--- src/rtl/router_pkg.sv ---
// Shared types and default widths for the tile read scheduler.
//
// Contents:
//   DEF_ADDR_WIDTH      default SPAD address width
//   DEF_TILE_CNT_WIDTH  default tile count / tile index width
//   tile_sched_state_e  scheduler FSM state encoding
package router_pkg;

    localparam int unsigned DEF_ADDR_WIDTH     = 8;
    localparam int unsigned DEF_TILE_CNT_WIDTH = 8;

    typedef enum logic [2:0] {
        IDLE     = 3'd0,
        CLEAR    = 3'd1,
        WAIT_RDY = 3'd2,
        RUN      = 3'd3,
        DONE     = 3'd4
    } tile_sched_state_e;

endpackage

--- src/rtl/tile_addr_gen.sv ---
// Tile address / index generator for the tile read scheduler.
//
// Holds the start address and index of the tile in flight. load_i
// restarts the sequence at base_i with index 0; step_i moves to the next
// tile (address += stride_i, index += 1). Address arithmetic wraps modulo
// 2^ADDR_WIDTH with no overflow indication.
//
// Ports:
//   clk_i, rst_i   clock, synchronous active-high reset
//   load_i         restart at base_i, index 0 (wins over step_i)
//   base_i         start address of tile 0
//   step_i         advance to the next tile
//   stride_i       address increment between tiles
//   num_i          number of tiles in the job
//   cur_addr_o     start address of the current tile
//   tile_idx_o     index of the current tile
//   last_o         current tile is the final one (idx == num-1)
module tile_addr_gen
    import router_pkg::*;
#(
    parameter int unsigned ADDR_WIDTH     = DEF_ADDR_WIDTH,
    parameter int unsigned TILE_CNT_WIDTH = DEF_TILE_CNT_WIDTH
) (
    input  logic                      clk_i,
    input  logic                      rst_i,
    input  logic                      load_i,
    input  logic [ADDR_WIDTH-1:0]     base_i,
    input  logic                      step_i,
    input  logic [ADDR_WIDTH-1:0]     stride_i,
    input  logic [TILE_CNT_WIDTH-1:0] num_i,
    output logic [ADDR_WIDTH-1:0]     cur_addr_o,
    output logic [TILE_CNT_WIDTH-1:0] tile_idx_o,
    output logic                      last_o
);

    logic [ADDR_WIDTH-1:0]     cur_addr_q, cur_addr_d;
    logic [TILE_CNT_WIDTH-1:0] tile_idx_q, tile_idx_d;

    always_comb begin
        cur_addr_d = cur_addr_q;
        tile_idx_d = tile_idx_q;
        if (load_i) begin
            cur_addr_d = base_i;
            tile_idx_d = '0;
        end else if (step_i) begin
            cur_addr_d = cur_addr_q + stride_i;
            tile_idx_d = tile_idx_q + TILE_CNT_WIDTH'(1);
        end
    end

    always_ff @(posedge clk_i) begin
        if (rst_i) begin
            cur_addr_q <= '0;
            tile_idx_q <= '0;
        end else begin
            cur_addr_q <= cur_addr_d;
            tile_idx_q <= tile_idx_d;
        end
    end

    assign cur_addr_o = cur_addr_q;
    assign tile_idx_o = tile_idx_q;
    // num_i is never 0 while a job is active, so num_i-1 cannot underflow
    // at the point this is consumed.
    assign last_o     = (tile_idx_q == (num_i - TILE_CNT_WIDTH'(1)));

endmodule

--- src/rtl/tile_read_scheduler.sv ---
// Tile read scheduler: walks one tile_reader through a programmed list of
// equally sized, equally strided tiles in a scratchpad.
//
// Per tile: clear the reader (CLEAR), wait for the router (WAIT_RDY),
// enable the reader with stable start/end addresses until it reports done
// (RUN), then move to the next tile or finish (DONE).
//
// Handshakes: i_start is a one-cycle request honoured only in IDLE and
// answered by exactly one of o_done, o_cfg_err or o_aborted (one-cycle
// pulses). i_router_ready is a level; a tile is launched on the cycle after
// it is seen high in WAIT_RDY. i_tr_done is a level sampled only in RUN.
//
// Ports:
//   i_clk, i_rst        clock, synchronous active-high reset
//   i_start, i_abort    job start pulse, job abort
//   i_base_addr, i_tile_stride, i_tile_len, i_num_tiles   job configuration
//   i_router_ready      router can take a new tile
//   i_tr_done           tile_reader read-done
//   o_tr_en, o_tr_reg_clear, o_tr_start_addr, o_tr_addr_end  tile_reader controls
//   o_tile_idx          index of the tile in flight
//   o_tile_start        pulse in the first RUN cycle of each tile
//   o_busy              high outside IDLE
//   o_done, o_aborted, o_cfg_err   job completion pulses
//   o_dbg_state         current FSM state
module tile_read_scheduler
    import router_pkg::*;
#(
    parameter int unsigned ADDR_WIDTH     = DEF_ADDR_WIDTH,
    parameter int unsigned TILE_CNT_WIDTH = DEF_TILE_CNT_WIDTH
) (
    input  logic                      i_clk,
    input  logic                      i_rst,
    input  logic                      i_start,
    input  logic                      i_abort,
    input  logic [ADDR_WIDTH-1:0]     i_base_addr,
    input  logic [ADDR_WIDTH-1:0]     i_tile_stride,
    input  logic [ADDR_WIDTH-1:0]     i_tile_len,
    input  logic [TILE_CNT_WIDTH-1:0] i_num_tiles,
    input  logic                      i_router_ready,
    input  logic                      i_tr_done,
    output logic                      o_tr_en,
    output logic                      o_tr_reg_clear,
    output logic [ADDR_WIDTH-1:0]     o_tr_start_addr,
    output logic [ADDR_WIDTH-1:0]     o_tr_addr_end,
    output logic [TILE_CNT_WIDTH-1:0] o_tile_idx,
    output logic                      o_tile_start,
    output logic                      o_busy,
    output logic                      o_done,
    output logic                      o_aborted,
    output logic                      o_cfg_err,
    output tile_sched_state_e         o_dbg_state
);

    tile_sched_state_e state_q, state_d;

    logic [ADDR_WIDTH-1:0]     stride_q, stride_d;
    logic [TILE_CNT_WIDTH-1:0] num_q, num_d;
    logic [ADDR_WIDTH-1:0]     addr_end_q, addr_end_d;

    // One-cycle pulse flags raised by a transition and shown the cycle after.
    logic first_run_q, first_run_d;
    logic zero_done_q, zero_done_d;
    logic abort_q, abort_d;
    logic cfg_err_q, cfg_err_d;

    logic                      addr_load;
    logic                      addr_step;
    logic [ADDR_WIDTH-1:0]     cur_addr;
    logic [TILE_CNT_WIDTH-1:0] tile_idx;
    logic                      tile_last;

    tile_addr_gen #(
        .ADDR_WIDTH     (ADDR_WIDTH),
        .TILE_CNT_WIDTH (TILE_CNT_WIDTH)
    ) u_addr_gen (
        .clk_i      (i_clk),
        .rst_i      (i_rst),
        .load_i     (addr_load),
        .base_i     (i_base_addr),
        .step_i     (addr_step),
        .stride_i   (stride_q),
        .num_i      (num_q),
        .cur_addr_o (cur_addr),
        .tile_idx_o (tile_idx),
        .last_o     (tile_last)
    );

    always_comb begin
        state_d     = state_q;
        stride_d    = stride_q;
        num_d       = num_q;
        addr_end_d  = addr_end_q;
        first_run_d = 1'b0;
        zero_done_d = 1'b0;
        abort_d     = 1'b0;
        cfg_err_d   = 1'b0;
        addr_load   = 1'b0;
        addr_step   = 1'b0;

        // Abort beats everything outside IDLE, including a same-cycle done.
        if ((state_q != IDLE) && i_abort) begin
            state_d = IDLE;
            abort_d = 1'b1;
        end else begin
            case (state_q)
                IDLE: begin
                    if (i_start) begin
                        if (i_tile_len == '0) begin
                            cfg_err_d = 1'b1;
                        end else if (i_num_tiles == '0) begin
                            zero_done_d = 1'b1;
                        end else begin
                            stride_d   = i_tile_stride;
                            num_d      = i_num_tiles;
                            addr_end_d = i_tile_len - ADDR_WIDTH'(1);
                            addr_load  = 1'b1;
                            state_d    = CLEAR;
                        end
                    end
                end
                CLEAR: begin
                    state_d = WAIT_RDY;
                end
                WAIT_RDY: begin
                    if (i_router_ready) begin
                        state_d     = RUN;
                        first_run_d = 1'b1;
                    end
                end
                RUN: begin
                    if (i_tr_done) begin
                        if (tile_last) begin
                            state_d = DONE;
                        end else begin
                            addr_step = 1'b1;
                            state_d   = CLEAR;
                        end
                    end
                end
                DONE: begin
                    state_d = IDLE;
                end
                default: begin
                    state_d = IDLE;
                end
            endcase
        end
    end

    always_ff @(posedge i_clk) begin
        if (i_rst) begin
            state_q     <= IDLE;
            stride_q    <= '0;
            num_q       <= '0;
            addr_end_q  <= '0;
            first_run_q <= 1'b0;
            zero_done_q <= 1'b0;
            abort_q     <= 1'b0;
            cfg_err_q   <= 1'b0;
        end else begin
            state_q     <= state_d;
            stride_q    <= stride_d;
            num_q       <= num_d;
            addr_end_q  <= addr_end_d;
            first_run_q <= first_run_d;
            zero_done_q <= zero_done_d;
            abort_q     <= abort_d;
            cfg_err_q   <= cfg_err_d;
        end
    end

    assign o_tr_en         = (state_q == RUN);
    // The reader is also cleared on the cycle after an abort so it does not
    // keep a half-finished tile.
    assign o_tr_reg_clear  = (state_q == CLEAR) | abort_q;
    assign o_tr_start_addr = cur_addr;
    assign o_tr_addr_end   = addr_end_q;
    assign o_tile_idx      = tile_idx;
    assign o_tile_start    = (state_q == RUN) & first_run_q;
    assign o_busy          = (state_q != IDLE);
    assign o_done          = (state_q == DONE) | zero_done_q;
    assign o_aborted       = abort_q;
    assign o_cfg_err       = cfg_err_q;
    assign o_dbg_state     = state_q;

endmodule

--- config.mk ---
export PLATFORM = sky130hd
export DESIGN_NAME = tile_read_scheduler
export DESIGN_NICKNAME = d
export VERILOG_FILES = /design/src/rtl/router_pkg.sv /design/src/rtl/tile_addr_gen.sv /design/src/rtl/tile_read_scheduler.sv
export SDC_FILE = /design/constraint.sdc
export NUM_CORES = 1
export LEC_CHECK = 0
export ABC_AREA = 0
export CAP_MARGIN = 20
export CORE_UTILIZATION = 30
export CTS_CLUSTER_SIZE = 8
export DETAILED_ROUTE_END_ITERATION = 7
export GPL_TIMING_DRIVEN = 0
export PLACE_DENSITY = 0.58
export SYNTH_ARGS = -nofsm -noshare
export SYNTH_HDL_FRONTEND = slang
export SYNTH_HIERARCHICAL = 1
export SYNTH_SLANG_ARGS = --single-unit
export TNS_END_PERCENT = 5
--- constraint.sdc ---
create_clock -name i_clk -period 2.2 [get_ports i_clk]
set_clock_uncertainty 0.1 [all_clocks]
set_input_delay 0.33 -clock i_clk [delete_from_list [all_inputs] [get_ports i_clk]]
set_output_delay 0.33 -clock i_clk [all_outputs]
set_load 0.005 [all_outputs]
# After elaboration in Yosys (flattened, before gate mapping)
# Cells that the tools add are included.
word_totals:
  regBits: 47
  input_bits: 38
  wordCells: 68
op_classes:
  addsub: 4
  n_eq_ne: 10
  n_mux: 22
  bitwise: 9
  reduce_logical: 13
ops:
  columns: ["cell", "n"]
  rows:
  - ["two-way mux 3 bit", 6]
  - ["logical NOT 8 bit", 2]
  - ["two-way mux 8 bit", 2]
  - ["subtractor 8 x 1 -> 8 bit (second input constant)", 2]
  - ["two-way mux 1 bit", 13]
  - ["one-hot mux 3 bit (4 select lines)", 1]
  - ["!= test 2 bit (second input constant)", 5]
  - ["AND reduction 5 bit", 2]
  - ["adder 8 x 1 -> 8 bit (second input constant)", 1]
  - ["adder 8 bit", 1]
  - ["equality test 8 bit", 1]
  - ["equality test 3 x 2 -> 1 bit (second input constant)", 2]
  - ["NOT 1 bit", 6]
  - ["OR reduction 5 bit", 1]
  - ["OR reduction 2 bit", 2]
  - ["OR reduction 4 bit", 1]
  - ["equality test 3 x 1 -> 1 bit (second input constant)", 1]
  - ["equality test 3 bit (second input constant)", 1]
  - ["logical NOT 3 bit", 1]
  - ["nonzero test 3 bit", 1]
  - ["OR reduction 3 bit", 1]
  - ["bitwise OR 1 bit", 2]
  - ["nonzero test 2 bit", 1]
  - ["bitwise AND 1 bit", 1]
  - ["logical AND 1 bit", 1]

# Depth between registers and ports, before layout
logic_depth:
  word_depth: 8
  depth_mapped: 13
  mapped_depth_nobuf: 11

# Cells and area by module
# Netlist, hierarchy kept.
by_module_without_submodules:
  columns: ["module", "instances", "cells_each", "area_per_inst_um2"]
  rows:
  - ["tile_read_scheduler", 1, 159, 1412.6]
  - ["tile_addr_gen", 1, 152, 1232.4]

# Least setup slack after synthesis
# Ideal clock, no wire load.
synth_timing:
  kind: "register -> register"
  startpoint: "reg state_q[0], in the netlist o_dbg_state[0]"
  endpoint: "reg u_addr_gen.cur_addr_q[1], in the netlist u_addr_gen/cur_addr_o[1]"
  arrival_time_ps: 2242
  t_required_ps: 1973
  path_slack_ps: -269
  stages_incl_launch_ff: 10
  period_less_slack_ps: 2469
  cell_sequence: "dfxtp_1 > clkbuf_1 > or4b_4 > a21o_2 > nor2_4 > clkbuf_1 > clkbuf_1 > a211oi_1 > a21oi_1 > nor2_1"
synth_via:
  elab_chain_len: 4
  word_cells_on_any_way: 10
  cone_classes: "eq/ne: 1; mux: 5; reduce/logical: 4"
synth_lines:
  columns: ["item", "line", "rtl"]
  rows:
  - ["start, declared", "tile_read_scheduler.sv:54", "tile_sched_state_e state_q, state_d;"]
  - ["start signal, assigned", "tile_read_scheduler.sv:161", "state_q <= state_d;"]
  - ["logical NOT 3 bit / nonzero test 3 bit (equally long branches)", "tile_read_scheduler.sv:105, tile_read_scheduler.sv:101", null]
  - ["two-way mux 1 bit / logical AND 1 bit (equally long branches)", "tile_read_scheduler.sv:105, tile_read_scheduler.sv:101", null]
  - ["two-way mux 1 bit (*)", "tile_read_scheduler.sv:101", "if ((state_q != IDLE) && i_abort) begin"]
  - ["via addr_load", "tile_read_scheduler.sv:66", "logic addr_load;"]
  - ["two-way mux 8 bit / nonzero test 2 bit (equally long branches)", null, null]
  - ["end signal, assigned", "tile_addr_gen.sv:56", "cur_addr_q <= cur_addr_d;"]
  - ["end, declared", "tile_addr_gen.sv:36", "logic [ADDR_WIDTH-1:0] cur_addr_q, cur_addr_d;"]
# Mark *: on every way through the listed nets, which the timed path passes. The rest lies on a longest branch.
# A chain may end at the register's enable or synchronous reset.

# Final worst setup path
layout_timing:
  startpoint: "reg state_q[1], in the netlist o_dbg_state[1]"
  endpoint: "reg u_addr_gen.cur_addr_q[7], in the netlist u_addr_gen/cur_addr_o[7]"
# The elaborated chain is that of the path after synthesis.

==> results.yml <==
logic_synthesis:
  synth_common_cells: "47 x dfxtp_1, 34 x a21oi_1, 24 x nor2_1, 23 x o21ai_0, 22 x nand3_1"
  synth_top_area_share_pct: 35.6
  yosysTopAreaCell: "dfxtp_1"
  avgSynthCellArea_um2: 8.50
  syn_inst: 311
  synth_cell_types: 53
  yosys_most_used_dff: "dfxtp_1"
  synthesis.area_um2: 2650
  async_flop_share_pct: 0
  ys_seq_area_share_pct: 35.6
  synthesis.nets: 360
  synth_edf_count: 0
  synth_warnings: 6
  ys_top_cells_by_area: "dfxtp_1 36%, xnor2_1 6.6%, a21oi_1 6.4%"
  synth.most_common_cell: "dfxtp_1"
  ys_ff_latch: 47
timing:
  maxSlewViolCount: 0
  report.final.setup_viol: 16
  min_period_ns: 2.42
  clock.fmax_mhz: 413
  final_hold_viol_count: 0
  worstMarginPinSlew_ns: 0.583
  rsz0062_at_grt: "true"
  slew_headroom_pct: 61.1
  fin_ws_ns: -0.220
  fin_tns_setup_ns: -2.55
  period_share_pct: 110
setup_path:
  crit_chain: "clkbuf_4 > or4b_4 > a21o_4 > nor2_4 > buf_8 > nor2_4 > nand3_1 > nand3_1 > mux2i_1 > o22ai_1"
  path_delay_family: "simple AND/OR/NAND/NOR gates"
  crit_fanout: 10
  crit_required_ns: 2.26
  slowest_stage: "or4b_4"
  end_kind: "flop"
  critical_path_buf_inv_count: 2
  crit_arrival_ns: 2.48
  crit_type: "reg -> reg"
  reg2reg_from: "o_dbg_state[1]"
  slowest_delay_ns: 0.57
  start_kind: "flop"
  critPathLaunch: "o_dbg_state[1]"
  r2r_setup_slack_ns: -0.22
layout:
  drive_gt1_share_pct: 16.4
  nFillCells: 864
  final_util_pct: 44.9
  diodes: 0
  syn_to_final_growth_pct: 42.2
  fin_area_um2: 3760
  nets: 441
pwr:
  vdd_drop_max_v: 0.000233
  seqPwrFrac_pct: 48.3
  power_density_nw_per_um2: 522
  p_sw_share_pct: 28.6
  power_mw: 1.96
  combPwrFrac_pct: 26.9
  cellLeakagePower_nw: 1.35
  clockPowerShare_pct: 24.8
  power_switching_mw: 0.562
  intPower_mw: 1.40
place:
  dpl-instance-area_um2: 3550
  port_buffers: 70
  place_congestion: 0.785
  dp_slack_ns: -0.766
  hpwl_um: 5430
hold_path:
  worstHoldStart: "i_rst"
  hp-class: "in -> reg"
global_route:
  grt_overflow: 0
  antenna_found_initial: 0
  grt_pass1_vias: 2391
  grtUsageTotal_pct: 16.2
  grt_max_degree: 13
  grt_pass1_wl_um: 11600
floorplanning:
  die-area_um2: 9200
  ios: 72
  fp.dieH_um: 95.9
  rows: 33
  die_w_um: 95.9
  initial_core_util_pct: 31.6
  core_um2: 8380
routing:
  vias_per_cell: 5.08
  drcViolationCount: 0
  vias: 2522
  ant_nets: 0
  wl_um: 7200
  first_iter_violations: 76
  firstDrtPassIters: 4
  wl_per_cell_um: 14.5
status:
  violations: "negative setup slack"
  outcome: "finished, violations left"
clock_network:
  cts_tree: "built"
  htree_num_levels: 2
  cts-root-buf: "clkbuf_8"
  cts_sinks: 47
  cts_buffers: 5
  clk_pin_slew_worst_paths_ns: 0.08
  clock_path_buffers: 2
  clk_latency_ns: 0.29
flow_run:
  cap_violations: 0
## worst register-to-register path, stage by stage, from the launching register on
cell and delay, ns:
dfxtp_1 0.31, clkbuf_4 0.17, or4b_4 0.57, a21o_4 0.25, nor2_4 0.22, buf_8 0.19
nor2_4 0.05, nand3_1 0.09, nand3_1 0.09, mux2i_1 0.15, o22ai_1 0.09
## state kept, by name, indices dropped and copies added (netlist names)
signal                 cells
first_run_q                1
num_q                      8
o_aborted                  1
o_cfg_err                  1
o_dbg_state                3
o_tr_addr_end              8
stride_q                   8
u_addr_gen/cur_addr_o      8
u_addr_gen/tile_idx_o      8
zero_done_q                1
## routing by layer
metal	vias to the layer above	part of all wire, %	GRT usage, %
met3	7	5.1	3.32
li1	1284	-	-
met4	0	0.92	3.11
met5	-	0	0
met1	1166	48	21.9
met2	65	46	26.7
## cells in the final DEF, fill, tap and decap left out, types with 4 or more instances in the layout
cell type	count
mux2i_1	4
xnor2_1	20
nand3b_1	4
inv_1	9
dfxtp_1	40
buf_6	5
dfxtp_2	6
buf_4	5
nor2_1	22
or3_1	5
nor3_2	5
nor3_1	6
clkbuf_8	8
o21ai_0	21
a21oi_1	34
clkdlybuf4s50_1	69
xor2_1	6
ha_1	9
nand3_1	21
nand2_1	11
clkbuf_1	5
a211oi_1	10
## power by group through the flow
stage	registers (mW)	logic [mW]	clock network, mW
finish	0.949	0.529	0.486
global route	0.957	0.573	0.545
CTS	0.948	0.523	0.506
detailed placement	0.967	0.504	0
global placement	0.966	0.499	0
floorplan	0.959	0.301	0
## stage by stage
step | std cells | hold WS (ns)
after floorplan | 311 | 0.325
after global placement | 486 | 0.373
after global routing | 496 | 0.411
after CTS | 494 | 0.377
after detailed placement | 486 | 0.373
final | 496 | 0.385
## cells by family after synthesis
group / after synthesis / share of synthesized area (%)
and+or+nand+nor: 106 / 22.8
AOI/OAI and AO/OA: 88 / 20.3
DFF: 47 / 35.6
buffers and inverters: 29 / 5.63
xor gates and xnor gates: 26 / 8.61
adders and majority gates: 11 / 5.49
muxes: 4 / 1.51
## timing repair
item | 4_1_cts | 5_1_grt
setup endpoints to repair | 24 | 28
hold endpoints to repair | 0 | 0
buffers inserted | 2 | 2
hold buffers | 0 | 0
gates resized for setup | 20 | 8
pin swaps | 15 | 1
## area by class of cell
class / count / area [um2] / area share, %
inverters: 11 / 41.3 / 1.10
multi-input cells: 235 / 1660 / 44.2
flip-flops and latches: 47 / 952 / 25.3
clock buffers: 6 / 72.6 / 1.93
repair buffers: 74 / 733 / 19.5
well taps: 105 / 131 / 3.49
plain buffers: 18 / 168 / 4.46
## final timing paths
kind                            depth (start not counted)                       end
worst max register to register                         10  u_addr_gen/cur_addr_o[7]
worst min register to register                          2               stride_q[5]
worst max-delay path                                   10  u_addr_gen/cur_addr_o[7]
worst min-delay path                                    2  u_addr_gen/cur_addr_o[2]
(Power assumes the default switching activity.)
